File: src/rtl/display_scan_mux.sv
// Multiplexed seven-segment scanner: clock-enable scan, ghost blanking, blink,
// decimal points, leading-zero blanking and frame-latched (tear-free) inputs.
module display_scan_mux #(
   parameter int NUM_DIGITS   = 4,
   parameter int CLK_FREQ_HZ  = 100_000_000,
   parameter int REFRESH_HZ   = 500,
   parameter int BLINK_HZ     = 2,
   parameter int GHOST_CYCLES = 64
) (
   input  logic                    clk,
   input  logic                    rst,
   input  logic [4*NUM_DIGITS-1:0] number,
   input  logic [NUM_DIGITS-1:0]   dp_mask,
   input  logic [NUM_DIGITS-1:0]   blink_mask,
   input  logic                    lzb_en,
   output logic [NUM_DIGITS-1:0]   io_sel,
   output logic [7:0]              io_seg,
   output logic                    frame_start
);

   localparam int CYCLES_PER_DIGIT = CLK_FREQ_HZ / REFRESH_HZ / NUM_DIGITS;
   localparam int BLINK_HALF       = CLK_FREQ_HZ / (2 * BLINK_HZ);
   localparam int CNT_W = (CYCLES_PER_DIGIT > 1) ? $clog2(CYCLES_PER_DIGIT) : 1;
   localparam int BLK_W = (BLINK_HALF > 1) ? $clog2(BLINK_HALF) : 1;
   localparam int IDX_W = (NUM_DIGITS > 1) ? $clog2(NUM_DIGITS) : 1;

   localparam logic [CNT_W-1:0] CNT_MAX   = CNT_W'(CYCLES_PER_DIGIT - 1);
   localparam logic [CNT_W-1:0] GHOST_END = CNT_W'(GHOST_CYCLES);
   localparam logic [BLK_W-1:0] BLK_MAX   = BLK_W'(BLINK_HALF - 1);
   localparam logic [IDX_W-1:0] IDX_MAX   = IDX_W'(NUM_DIGITS - 1);

   logic [CNT_W-1:0]        tick_cnt;
   logic [IDX_W-1:0]        scan_idx;
   logic [IDX_W-1:0]        idx_next;
   logic                    primed;
   logic [BLK_W-1:0]        blink_cnt;
   logic                    blink_hidden;
   logic [4*NUM_DIGITS-1:0] num_sh;
   logic [NUM_DIGITS-1:0]   dp_sh;
   logic [NUM_DIGITS-1:0]   blink_sh;
   logic                    lzb_sh;

   logic                    tick;
   logic                    wrap;
   logic [3:0]              digit;
   logic                    dp_bit;
   logic                    blink_bit;
   logic                    lz_blank;
   logic                    all_zero;
   logic [NUM_DIGITS-1:0]   sel_drive;
   logic [6:0]              glyph;
   logic [NUM_DIGITS-1:0]   sel_d;
   logic [7:0]              seg_d;

   // Until the first tick after reset, nothing is latched yet; that tick is treated as a frame wrap.
   always_comb begin
      tick     = (tick_cnt == CNT_MAX);
      wrap     = tick && (!primed || scan_idx == IDX_MAX);
      idx_next = wrap ? '0 : scan_idx + 1'b1;
   end

   // Walk from the top digit down so all_zero means "this digit and every higher one is 0".
   always_comb begin
      digit     = 4'h0;
      dp_bit    = 1'b0;
      blink_bit = 1'b0;
      lz_blank  = 1'b0;
      all_zero  = 1'b1;
      sel_drive = '1;
      for (int k = NUM_DIGITS - 1; k >= 0; k--) begin
         all_zero = all_zero && (num_sh[4*k +: 4] == 4'h0);
         if (scan_idx == IDX_W'(k)) begin
            digit        = num_sh[4*k +: 4];
            dp_bit       = dp_sh[k];
            blink_bit    = blink_sh[k];
            lz_blank     = lzb_sh && all_zero && (k != 0);
            sel_drive[k] = 1'b0;
         end
      end
   end

   always_comb begin
      case (digit)
         4'h0:    glyph = 7'b1000000;
         4'h1:    glyph = 7'b1111001;
         4'h2:    glyph = 7'b0100100;
         4'h3:    glyph = 7'b0110000;
         4'h4:    glyph = 7'b0011001;
         4'h5:    glyph = 7'b0010010;
         4'h6:    glyph = 7'b0000010;
         4'h7:    glyph = 7'b1111000;
         4'h8:    glyph = 7'b0000000;
         4'h9:    glyph = 7'b0010000;
         4'hA:    glyph = 7'b0001000;
         4'hB:    glyph = 7'b0000011;
         4'hC:    glyph = 7'b1000110;
         4'hD:    glyph = 7'b0100001;
         4'hE:    glyph = 7'b0000110;
         default: glyph = 7'b0001110;
      endcase
   end

   // A blink-hidden digit keeps its anode driven so brightness of neighbours is unaffected.
   always_comb begin
      sel_d = '1;
      seg_d = 8'hFF;
      if (primed && tick_cnt >= GHOST_END) begin
         sel_d = sel_drive;
         if (!(blink_hidden && blink_bit)) begin
            seg_d = {~dp_bit, lz_blank ? 7'h7F : glyph};
         end
      end
   end

   always_ff @(posedge clk) begin
      if (rst) begin
         tick_cnt     <= '0;
         scan_idx     <= '0;
         primed       <= 1'b0;
         blink_cnt    <= '0;
         blink_hidden <= 1'b0;
         num_sh       <= '0;
         dp_sh        <= '0;
         blink_sh     <= '0;
         lzb_sh       <= 1'b0;
         io_sel       <= '1;
         io_seg       <= 8'hFF;
         frame_start  <= 1'b0;
      end else begin
         tick_cnt <= tick ? '0 : tick_cnt + 1'b1;
         if (tick) begin
            scan_idx <= idx_next;
         end
         if (wrap) begin
            primed   <= 1'b1;
            num_sh   <= number;
            dp_sh    <= dp_mask;
            blink_sh <= blink_mask;
            lzb_sh   <= lzb_en;
         end
         if (blink_cnt == BLK_MAX) begin
            blink_cnt    <= '0;
            blink_hidden <= ~blink_hidden;
         end else begin
            blink_cnt <= blink_cnt + 1'b1;
         end
         frame_start <= wrap;
         io_sel      <= sel_d;
         io_seg      <= seg_d;
      end
   end

endmodule

File: config.mk
export PLATFORM = sky130hd
export DESIGN_NAME = display_scan_mux
export DESIGN_NICKNAME = d
export VERILOG_FILES = /design/src/rtl/display_scan_mux.sv
export SDC_FILE = /design/constraint.sdc
export NUM_CORES = 1
export LEC_CHECK = 0
export CAP_MARGIN = 30
export CORE_MARGIN = 2
export CORE_UTILIZATION = 40
export CTS_BUF_LIST = sky130_fd_sc_hd__clkbuf_4 sky130_fd_sc_hd__clkbuf_8
export DETAILED_ROUTE_END_ITERATION = 6
export HOLD_SLACK_MARGIN = 0.02
export PLACE_DENSITY_LB_ADDON = 0.08
export SYNTH_ARGS = -nofsm -noshare
export SYNTH_HDL_FRONTEND = slang
export SYNTH_SLANG_ARGS = --single-unit
File: constraint.sdc
create_clock -name clk -period 2.8 [get_ports clk]
set_clock_uncertainty 0.05 [all_clocks]
set_input_delay 0.42 -clock clk [delete_from_list [all_inputs] [get_ports clk]]
set_output_delay 0.42 -clock clk [all_outputs]
set_load 0.05 [all_outputs]
-- After elaboration in Yosys (flattened, before gate mapping)
Memories as Yosys holds them, arrays and structs flattened. A register that Yosys moved wholly into a read port is not among the register bits.
Cells that the tools add are included.
- equal/unequal tests: 5
- reductions and logical operators: 19
- add/sub/neg operators: 3
- divide/modulo/power cells: 0
- bitwise gates (word level): 3
- magnitude comparators: 1
- multiplexer cells: 21
- $mul: 0
- shifts and indexed selects: 0
- operators by type and width (operator ; number):
    $add A25 B1 Y25 const B ; 1
    $eq A25 B25 Y1 const B ; 1
    $add A16 B1 Y16 const B ; 1
    $eq A16 B16 Y1 const B ; 1
    $ge A16 B7 Y1 const B ; 1
    $mux W1 ; 16
    $mux W4 ; 4
    $logic_not A4 Y1 ; 3
    $logic_and A1 B1 Y1 ; 8
    $reduce_or A2 Y1 ; 3
    $eq A2 B2 Y1 const B ; 2
    $reduce_or A4 Y1 ; 1
    $not A1 Y1 ; 3
    $reduce_or A3 Y1 ; 1
    $add A2 B1 Y2 const B ; 1
    $eq A2 B1 Y1 const B ; 1
    $logic_not A2 Y1 ; 1
    $mux W2 ; 1
    $logic_not A1 Y1 ; 1
    $logic_or A1 B1 Y1 ; 1
- bits in latches: 0
- word-level logic and storage cells: 65
- memory bits (writable): 0
- ROM bits: 112
- memories: 1
- flip-flop bits (word level): 76
- bits of input ports: 27
- output and inout bits: 13
- memories (memory ; depth ; width ; read ports ; clocked after memory_dff ; wr ports ; line ; RTL):
    (no name shown) ; 16 ; 7 ; 1 ; 1 ; 0 ; 83 ; case (digit)

-- Logic depth before layout (Yosys ltp)
Gate-level depths: netlist of run 1.
- word-level depth: 7
- gate-level depth with buffers: 12
- depth with buffers taken out: 10

-- Worst setup path after synthesis of run 1
OpenSTA, ideal clock, no wires.
- kind: flip-flop to flip-flop
- start: reg scan_idx[1]
- end: reg io_seg[1]
- data required time: 2655 ps
- arrival time: 2183 ps
- setup time: 95 ps
- stages on the path, launching flop included: 12
- buffers on the path: 2
- period minus slack after synthesis: 2328 ps
- setup slack: 472 ps
- path through: dfxtp_1 > inv_1 > ha_1 > buf_2 > buf_2 > nand3b_1 > a32oi_1 > inv_1 > ha_1 > nor2_1 > a211o_1 > o311ai_1
- word-level cells in the longest chain between the ends: 7
- elaborated cells on any way between the ends: 18
- classes of those cells: 3 x eq/ne; 12 x mux; 3 x reduce/logical
- RTL lines (item ; line ; RTL):
    start: declaration ; 33 ; logic [IDX_W-1:0] scan_idx;
    start signal: assignment ; 132 ; scan_idx <= idx_next;
    $eq A2 B2 Y1 ; 72 ; if (scan_idx == IDX_W'(k)) begin
    $mux W1 (4 in series) ; 72 ;
    $logic_and A1 B1 Y1 ; 109 ; if (!(blink_hidden && blink_bit)) begin
    $reduce_or A4 Y1 (no source line) ; -- ;
    end: declaration ; 17 ; output logic [7:0] io_seg,
Parallel ways exist; a longest one is shown, timed or not.
A chain may end at the register's enable or synchronous reset.

-- Worst setup path in the final report of run 1
- start: reg scan_idx[0]
- end: reg io_seg[1]
The elaborated chain is that of the path after synthesis.

==> results_dict.tcl, run 1 <==
set metrics [dict create \
    dr.pass1.iters 4 \
    power.density_nw_per_um2 476 \
    syn_area_um2 3870 \
    post_cts_resized 0 \
    status "finished clean" \
    drive_above_1_share 0.0655 \
    timing.final.setup_violations 0 \
    grt_overflow 0 \
    grt_use_total 0.159 \
    drt_wl_total_um 7910 \
    ios 40 \
    r2r-end "io_seg[1]" \
    detail-route-antenna-nets 0 \
    grt_pass1_vias 2719 \
    avgSynthCellArea_um2 9.21 \
    drt_iter0_drc 132 \
    ys_types 59 \
    fin_area_um2 4490 \
    core_um2 9330 \
    grt_max_degree 34 \
    synth.net_count 460 \
    insertion_delay_ns 0.35 \
    fp.dieW_um 102 \
    path_max_fanout 17 \
    slew_violations 0 \
    h-tree-depth 3 \
    std_cell_rows 35 \
    peakVddDrop_v 0.000240 \
    vias_per_cell 4.90 \
    insertedDiodeCount 0 \
    r2r_cells 9 \
    crit_slowest_cell "ha_1" \
    regToRegSetupSlack_ns 0.37 \
    drc 0 \
    path_clk_slew_ns 0.08 \
    min_from "blink_cnt[0]" \
    synth.most_common_cell "dfxtp_1" \
    fmax_mhz 411 \
    cp_slowest_stage_delay_ns 0.54 \
    fin_crit_sh 0.868 \
    critPathKind "reg -> reg" \
    yosysTopAreaCellShare 0.429 \
    grt_setup_unrepaired "no" \
    antenna_found_initial 0 \
    cp.depth 9 \
    min_path_cells 1 \
    ys_seq_area_frac 0.429 \
    cts_setup_buffers 0 \
    dp.final_hpwl_um 5640 \
    finalCriticalPeriod_ns 2.43 \
    ctsRootBufferMaster "clkbuf_8" \
    die_h_um 102 \
    synthToLayoutAreaGrowth_pct 16.1 \
    wl_per_cell_um 13.5 \
    critPathTopFamily "adder cells" \
    worstReg2RegStart "scan_idx[0]" \
    yosys.area.top_type "dfxtp_1" \
    finalSetupTns_ns 0 \
    clock-sinks 83 \
    num_vias 2877 \
    grt_pass1_wl_um 13100 \
    yosysWarnings 0 \
    io_buffer_count 39 \
    synth.area.top_cells "dfxtp_1 (43%), nor2_1 (7.6%), mux2i_1 (7.0%), xnor2_1 (4.8%), ha_1 (4.2%)" \
    critPathLaunchType "register" \
    gp_congestion 0.807 \
    layout.nets 494 \
    yosys_register_bits 83 \
    synth_edf_count 0 \
    hold_class "reg -> reg" \
    synth_cells 420 \
    end_kind "register" \
    worst_slew_pin_slew_ns 0.581 \
    drv_cap 0 \
    cp.arrival_ns 2.64 \
    synth_common_cells "dfxtp_1 (83), nor2_1 (78), nand2_1 (29), mux2i_1 (27), xnor2_1 (21)" \
    die-area_um2 10500 \
    fill_cells 925 \
    cts_max_path_buffers 2 \
    placedInstanceArea_um2 4290 \
    leakage_nw 1.79 \
    hold_end "blink_cnt[0]" \
    ys.flop_type "dfxtp_1" \
    async_reset_ff_frac 0 \
    initial_core_util 0.415 \
    cts_tree "built" \
    worstPathRequired_ns 3.01 \
    slew_headroom 0.613 \
    cp_cell_sequence "inv_1, ha_1, a21oi_1, a32oi_1, inv_1, ha_1, nor2_1, a211o_1, o311ai_1" \
    path_buf_inv 2 \
    finalHoldViolations 0 \
    hold_buffers 0 \
    cts_buffers 9 \
]
==> cell type report <==
| class | instances | area, um^2 | area share |
|---|---|---|---|
| Clock buffer | 11 | 151 | 0.0337 |
| Clock inverter | 4 | 50.0 | 0.0111 |
| Inverter | 19 | 71.3 | 0.0159 |
| Multi-Input combinational cell | 299 | 1980 | 0.442 |
| Sequential cell | 83 | 1660 | 0.370 |
| Tap cell | 129 | 161 | 0.0359 |
| Timing Repair Buffer | 42 | 413 | 0.0919 |
==> report_power, final <==
part / switching [W] / internal (W)
clock: 0.000418 / 0.000454
combinational: 0.0000311 / 0.0000419
sequential: 0.00000572 / 0.00119
total: 0.000454 / 0.00168
==> layer usage <==
layer,GRT usage,vias to the layer above,routed length (um)
li1,-,1493,-
met1,0.210,1323,3980
met2,0.258,51,3530
met3,0.0349,10,299
met4,0.0523,0,110
met5,0,-,0
==> cell usage in the layout, fill, tap and decap left out, types with 3 or more instances in the layout <==
master,count
nand3b_1,5
a21oi_1,11
clkbuf_8,11
buf_4,3
xor2_1,17
and2_1,3
nor4_1,3
dfxtp_1,83
nor3_1,11
o21ai_0,4
clkdlybuf4s50_1,39
and4_1,4
and3_1,4
o221ai_1,3
nand3_1,13
or3_1,5
nand4_1,9
nor2_1,78
nand2_1,29
ha_1,13
mux2i_1,27
inv_1,19
xnor2_1,21
==> cells by family (layout without fill, tap and decap cells) <==
kind of cell,count (synthesis),after routing,synth area share
AND/OR/NAND/NOR,184,184,0.244
flip-flops,83,83,0.429
XOR/XNOR,38,38,0.0860
buffers and inverters,38,76,0.0582
AO/OA/AOI/OAI,37,37,0.0702
multiplexers,27,27,0.0698
adder cells (fa/ha/maj),13,13,0.0420
==> worst reg2reg max path, stage by stage, from the launching register on <==
cell and delay [ns]:
dfxtp_1 0.33, inv_1 0.11, ha_1 0.54, a21oi_1 0.13, a32oi_1 0.30, inv_1 0.15, ha_1 0.33, nor2_1 0.05
a211o_1 0.27, o311ai_1 0.06
==> flip-flops by register name, summed over array words and instances (netlist names) <==
name / flops
io_seg: 8
frame_start: 1
tick_cnt: 16
primed: 1
blink_sh: 4
num_sh: 16
io_sel: 4
lzb_sh: 1
blink_cnt: 25
dp_sh: 4
scan_idx: 2
blink_hidden: 1
==> metrics by stage <==
| stage | power (W) | hold slack [ns] | std cells | utilization | worst slack (ns) |
|---|---|---|---|---|---|
| 2_1_floorplan | 0.00125 | 0.361 | 420 | - | 0.472 |
| 4_1_cts | 0.00217 | 0.399 | 587 | 0.482 | 0.373 |
| 3_3_place_gp | 0.00129 | 0.376 | 572 | 0.460 | 0.499 |
| 6_report | 0.00214 | 0.393 | 587 | 0.482 | 0.369 |
| 3_5_place_dp | 0.00129 | 0.387 | 572 | 0.460 | 0.401 |
| 5_1_grt | 0.00223 | 0.439 | 587 | 0.482 | 0.131 |
==> how the worst max path moves through the flow <==
stage	start	endpoint	slack, ns
finish	scan_idx[0]	io_seg[1]	0.37
global route	scan_idx[0]	io_seg[1]	0.13
CTS	scan_idx[0]	io_seg[1]	0.37
detailed placement	scan_idx[0]	io_seg[1]	0.40
global placement	scan_idx[1]	io_seg[1]	0.50
floorplan	scan_idx[1]	io_seg[1]	0.47
No activity file was read; power rests on OpenSTA's default activity.
==> run 2: changes to the inputs <==
- SETUP_SLACK_MARGIN: default -> 0.15
- SLEW_MARGIN: default -> 5
==> results_dict.tcl, run 2 (same netlist as run 1, synthesis figures left out) <==
set metrics [dict create \
    status "finished clean" \
    drc 0 \
    drt_iter0_drc 109 \
    clock-sinks 83 \
    std_cell_rows 35 \
    finalHoldViolations 0 \
    finalSetupTns_ns 0 \
    drv_cap 0 \
    grt_max_degree 34 \
    fill_cells 926 \
    grt_pass1_wl_um 13100 \
    layout_common_cells "dfxtp_1 (83), nor2_1 (78), clkdlybuf4s50_1 (39)" \
    grt-busiest-layer "met2" \
    drive_above_1_share 0.0677 \
    seq_power_share 0.558 \
    top_register "blink_cnt" \
    power_switching_w 0.000454 \
    io_buffer_count 39 \
    vias_per_cell 4.91 \
    preCtsSetupSlack_ns 0.401 \
    fp.dieW_um 102 \
    h-tree-depth 3 \
    dp.final_hpwl_um 5640 \
    fin_ws_ns 0.379 \
    grtUsageMet1 0.210 \
    core_um2 9330 \
    placedInstanceArea_um2 4290 \
    insertedDiodeCount 0 \
    min_path_cells 1 \
    peakVddDrop_v 0.000240 \
    die-area_um2 10500 \
    cts_max_path_buffers 2 \
    grt_overflow 0 \
    slew_violations 0 \
    leakage_nw 1.79 \
    power.density_nw_per_um2 475 \
    fin_crit_sh 0.865 \
    worst_slew_pin_slew_ns 0.558 \
    timing.final.setup_violations 0 \
    end_kind "register" \
    layout.nets 494 \
    die_h_um 102 \
    ctsRootBufferMaster "clkbuf_8" \
    fmax_mhz 413 \
    worstPathRequired_ns 3.01 \
    synthToLayoutAreaGrowth_pct 16.1 \
    use_met3 0.0349 \
    p_clk_frac 0.408 \
    p_int_w 0.00168 \
    p_sw_frac 0.213 \
    ios 40 \
    grt_setup_unrepaired "no" \
    fin_area_um2 4490 \
    r2r_cells 10 \
    detail-route-antenna-nets 0 \
    critPathKind "reg -> reg" \
    wl_per_cell_um 13.5 \
    largest_reg_flops 25 \
    insertion_delay_ns 0.35 \
    initial_core_util 0.415 \
    largestRegisters "blink_cnt (25), num_sh (16), tick_cnt (16)" \
    num_vias 2883 \
    path_clk_slew_ns 0.08 \
    utilization 0.482 \
    grtUsageMet2 0.258 \
    cp.arrival_ns 2.63 \
    drt_wl_total_um 7940 \
    hold_class "reg -> reg" \
    slew_headroom 0.628 \
    path_max_fanout 18 \
    dr.pass1.iters 4 \
    critPathLaunchType "register" \
    antenna_found_initial 0 \
    cts_tree "built" \
    gp_congestion 0.807 \
    cts_buffers 9 \
    combinationalPowerShare 0.034 \
    grt_use_total 0.159 \
    grt_pass1_vias 2719 \
    final_common_cell "dfxtp_1" \
    finalCriticalPeriod_ns 2.42 \
]
==> run 2: cell counts in the layout (fill, tap and decap cells not counted) <==
Identical to the previous run, type by type.
==> run 2: final timing paths <==
| check | startpoint | to | slack (ns) |
|---|---|---|---|
| worst max-delay path | scan_idx[1] | io_seg[1] | 0.38 |
| worst min-delay path | blink_cnt[0] | blink_cnt[0] | 0.39 |
| worst max register to register | scan_idx[1] | io_seg[1] | 0.38 |
| worst min register to register | blink_cnt[0] | blink_cnt[0] | 0.39 |
==> run 2: power by group through the flow <==
stage | Combinational (W) | Sequential (W) | Clock (W)
floorplan | 0.0000354 | 0.00122 | 0
global placement | 0.0000736 | 0.00122 | 0
detailed placement | 0.0000740 | 0.00122 | 0
CTS | 0.0000745 | 0.00119 | 0.000903
global route | 0.0000814 | 0.00119 | 0.000953
finish | 0.0000731 | 0.00119 | 0.000871
==> run 2: cell type report <==
class	count	area, um^2	share of cell area
clock buffers	11	151	0.0337
clock inverters	4	50.0	0.0111
inverters	19	71.3	0.0159
multi-input cells	299	1990	0.442
flip-flops and latches	83	1660	0.370
well taps	129	161	0.0359
repair buffers	42	413	0.0919
==> run 2: routing by layer <==
layer  vias up  wire, um
met3        10       318
li1       1493         -
met4         0       110
met5         -         0
met1      1325      3960
met2        55      3540
==> run 2: critical path, stage by stage, from the launching register on <==
cell	delay, ns
dfxtp_1	0.39
inv_1	0.08
ha_1	0.36
nor2b_1	0.21
o21ai_0	0.15
o31a_1	0.26
inv_1	0.12
ha_1	0.32
nor2_1	0.05
a211o_1	0.27
o311ai_1	0.06
==> run 2: repair_timing <==
action / in CTS / in global routing
endpoints found under the setup margin: 0 / 1
resized for setup: 0 / 1
hold buffers: 0 / 0
buffers inserted: 0 / 0
==> run 2: metrics by stage <==
stage	total power [W]	hold WS, ns	std cells
after CTS	0.00217	0.399	587
after global routing	0.00223	0.439	587
after detailed placement	0.00129	0.387	572
after floorplan	0.00125	0.361	420
final	0.00214	0.393	587
after global placement	0.00129	0.376	572
==> run 3: changes to the inputs <==
- ABC_AREA: default -> 1
==> results_dict.tcl, run 3 <==
set metrics [dict create \
    cts_tree "built" \
    yosysTopAreaCellShare 0.374 \
    drt_iter0_drc 147 \
    fin_crit_sh 0.815 \
    finalHoldViolations 0 \
    power.density_nw_per_um2 444 \
    initial_core_util 0.409 \
    grt_max_degree 30 \
    ys_seq_area_frac 0.374 \
    slew_headroom 0.596 \
    synth_edf_count 0 \
    worstReg2RegStart "scan_idx[1]" \
    ctsRootBufferMaster "clkbuf_8" \
    slew_violations 0 \
    layout.nets 695 \
    drc 0 \
    detail-route-antenna-nets 0 \
    yosysWarnings 0 \
    status "finished clean" \
    yosys_register_bits 83 \
    die-area_um2 12000 \
    core_um2 10800 \
    fin_ws_ns 0.517 \
    hold_class "reg -> reg" \
    layout_common_cells "nand2_1 (165), dfxtp_1 (83), nor2_1 (76)" \
    ios 40 \
    grt_pass1_vias 3746 \
    synth.net_count 662 \
    final_common_cell "nand2_1" \
    synth_common_cells "nand2_1 (165), dfxtp_1 (83), nor2_1 (76), inv_1 (53), a21oi_1 (49)" \
    peakVddDrop_v 0.000255 \
    regToRegSetupSlack_ns 0.52 \
    path_max_fanout 14 \
    dr.pass1.iters 5 \
    io_buffer_count 39 \
    path_clk_slew_ns 0.08 \
    vias_per_cell 4.90 \
    antenna_found_initial 0 \
    wl_per_cell_um 12.5 \
    synth.most_common_cell "nand2_1" \
    synth_cells 622 \
    critPathLaunchType "register" \
    async_reset_ff_frac 0 \
    yosys.area.top_type "dfxtp_1" \
    grt_setup_unrepaired "no" \
    insertedDiodeCount 0 \
    cp.arrival_ns 2.47 \
    min_from "blink_hidden" \
    drive_above_1_share 0.0985 \
    grt_pass1_wl_um 17100 \
    finalSetupTns_ns 0 \
    h-tree-depth 3 \
    top_register "blink_cnt" \
    largestRegisters "blink_cnt (25), num_sh (16), tick_cnt (16)" \
    dp.final_hpwl_um 7500 \
    leakage_nw 1.75 \
    cts_buffers 9 \
    fp.dieW_um 109 \
    cts_max_path_buffers 2 \
    hold_buffers 0 \
    drv_cap 0 \
    worstPathRequired_ns 2.99 \
    preCtsSetupSlack_ns 0.549 \
    r2r-end "io_seg[0]" \
    synthToLayoutAreaGrowth_pct 14.2 \
    post_cts_resized 0 \
    syn_area_um2 4440 \
    critPathLaunch "scan_idx[1]" \
    std_cell_rows 38 \
    worst_slew_pin_slew_ns 0.605 \
    cts_setup_buffers 0 \
    ys_types 35 \
    hold_end "blink_hidden" \
    power_w 0.00225 \
    timing.final.setup_violations 0 \
    avgSynthCellArea_um2 7.14 \
    synth.area.top_cells "dfxtp_1 (37%), nand2_1 (14%), nor2_1 (6.4%), a21oi_1 (5.5%), nand4_1 (5.2%)" \
    r2r_cells 12 \
    die_h_um 109 \
    largest_reg_flops 25 \
    gp_congestion 0.824 \
    num_vias 3921 \
    grt_overflow 0 \
    clock-sinks 83 \
    finalCriticalPeriod_ns 2.28 \
    min_path_cells 2 \
    drt_wl_total_um 10000 \
    grt_use_total 0.182 \
    critPathKind "reg -> reg" \
    ys.flop_type "dfxtp_1" \
    end_kind "register" \
    insertion_delay_ns 0.37 \
    fmax_mhz 438 \
]
## run 3: cell count changes after synthesis, sizes merged, moves of 5 or more
cell | before | now
a21oi | 12 | 61
nand2 | 29 | 171
nand3 | 14 | 50
xor2 | 17 | 3
xnor2 | 21 | 6
or3 | 5 | 0
mux2i | 27 | 0
nand4 | 11 | 37
buf | 11 | 17
or2 | 1 | 9
inv | 19 | 57
nor2 | 79 | 86
clkbuf | 8 | 3
and3 | 5 | 0
## run 3: area by class of cell
type	instances	area, um^2
Fill cell	1156	5770
Multi-Input combinational cell	460	2370
Sequential cell	83	1660
Timing Repair Buffer	42	413
Inverter	59	224
Tap cell	140	175
Clock buffer	10	138
Clock inverter	6	88.8
## run 3: how the worst max path moves through the flow
stage,cells past startpoint,slack [ns],endpoint
floorplan,11,0.86,io_seg[1]
global placement,12,0.64,io_seg[0]
detailed placement,12,0.55,io_seg[0]
CTS,12,0.52,io_seg[0]
global route,12,0.29,io_seg[3]
finish,12,0.52,io_seg[0]
## run 3: stage by stage
step	instances	area, um^2	hold WS, ns	utilization
final	800	5070	0.415	0.468
after detailed placement	784	4840	0.406	0.447
after global routing	800	5070	0.445	0.468
after floorplan	622	4440	0.380	-
after CTS	800	5070	0.418	0.468
after global placement	784	4840	0.393	0.447
## run 3: logic make-up after synthesis
group	share of synthesized area
flops	0.374
simple gates	0.388
compound gates	0.0916
fa+ha+maj	0.0367
buf+inv	0.0919
xor+xnor	0.0178
## run 3: routing by layer
| metal | global-route usage | up-vias | routed length [um] |
|---|---|---|---|
| met2 | 0.282 | 56 | 4410 |
| met3 | 0.0308 | 10 | 402 |
| met5 | 0 | - | 0 |
| met1 | 0.250 | 1775 | 5070 |
| met4 | 0.0787 | 0 | 142 |
| li1 | - | 2080 | - |
## run 3: power by group
group	leakage [nW]	total (W)	switching [W]	internal [W]
logic	0.967	0.0000725	0.0000324	0.0000401
registers	0.670	0.00119	0.00000713	0.00119
clock network	0.108	0.000986	0.000460	0.000526
## run 3: critical path: stages, from the launching register on
cell and delay, ns:
dfxtp_1 0.34, inv_1 0.10, ha_1 0.48, inv_1 0.13, nand3_1 0.10, nand3_1 0.10
nand2_1 0.18, inv_1 0.11, ha_1 0.23, inv_1 0.08, nand3_1 0.09, nand3_1 0.11
nand3_1 0.07
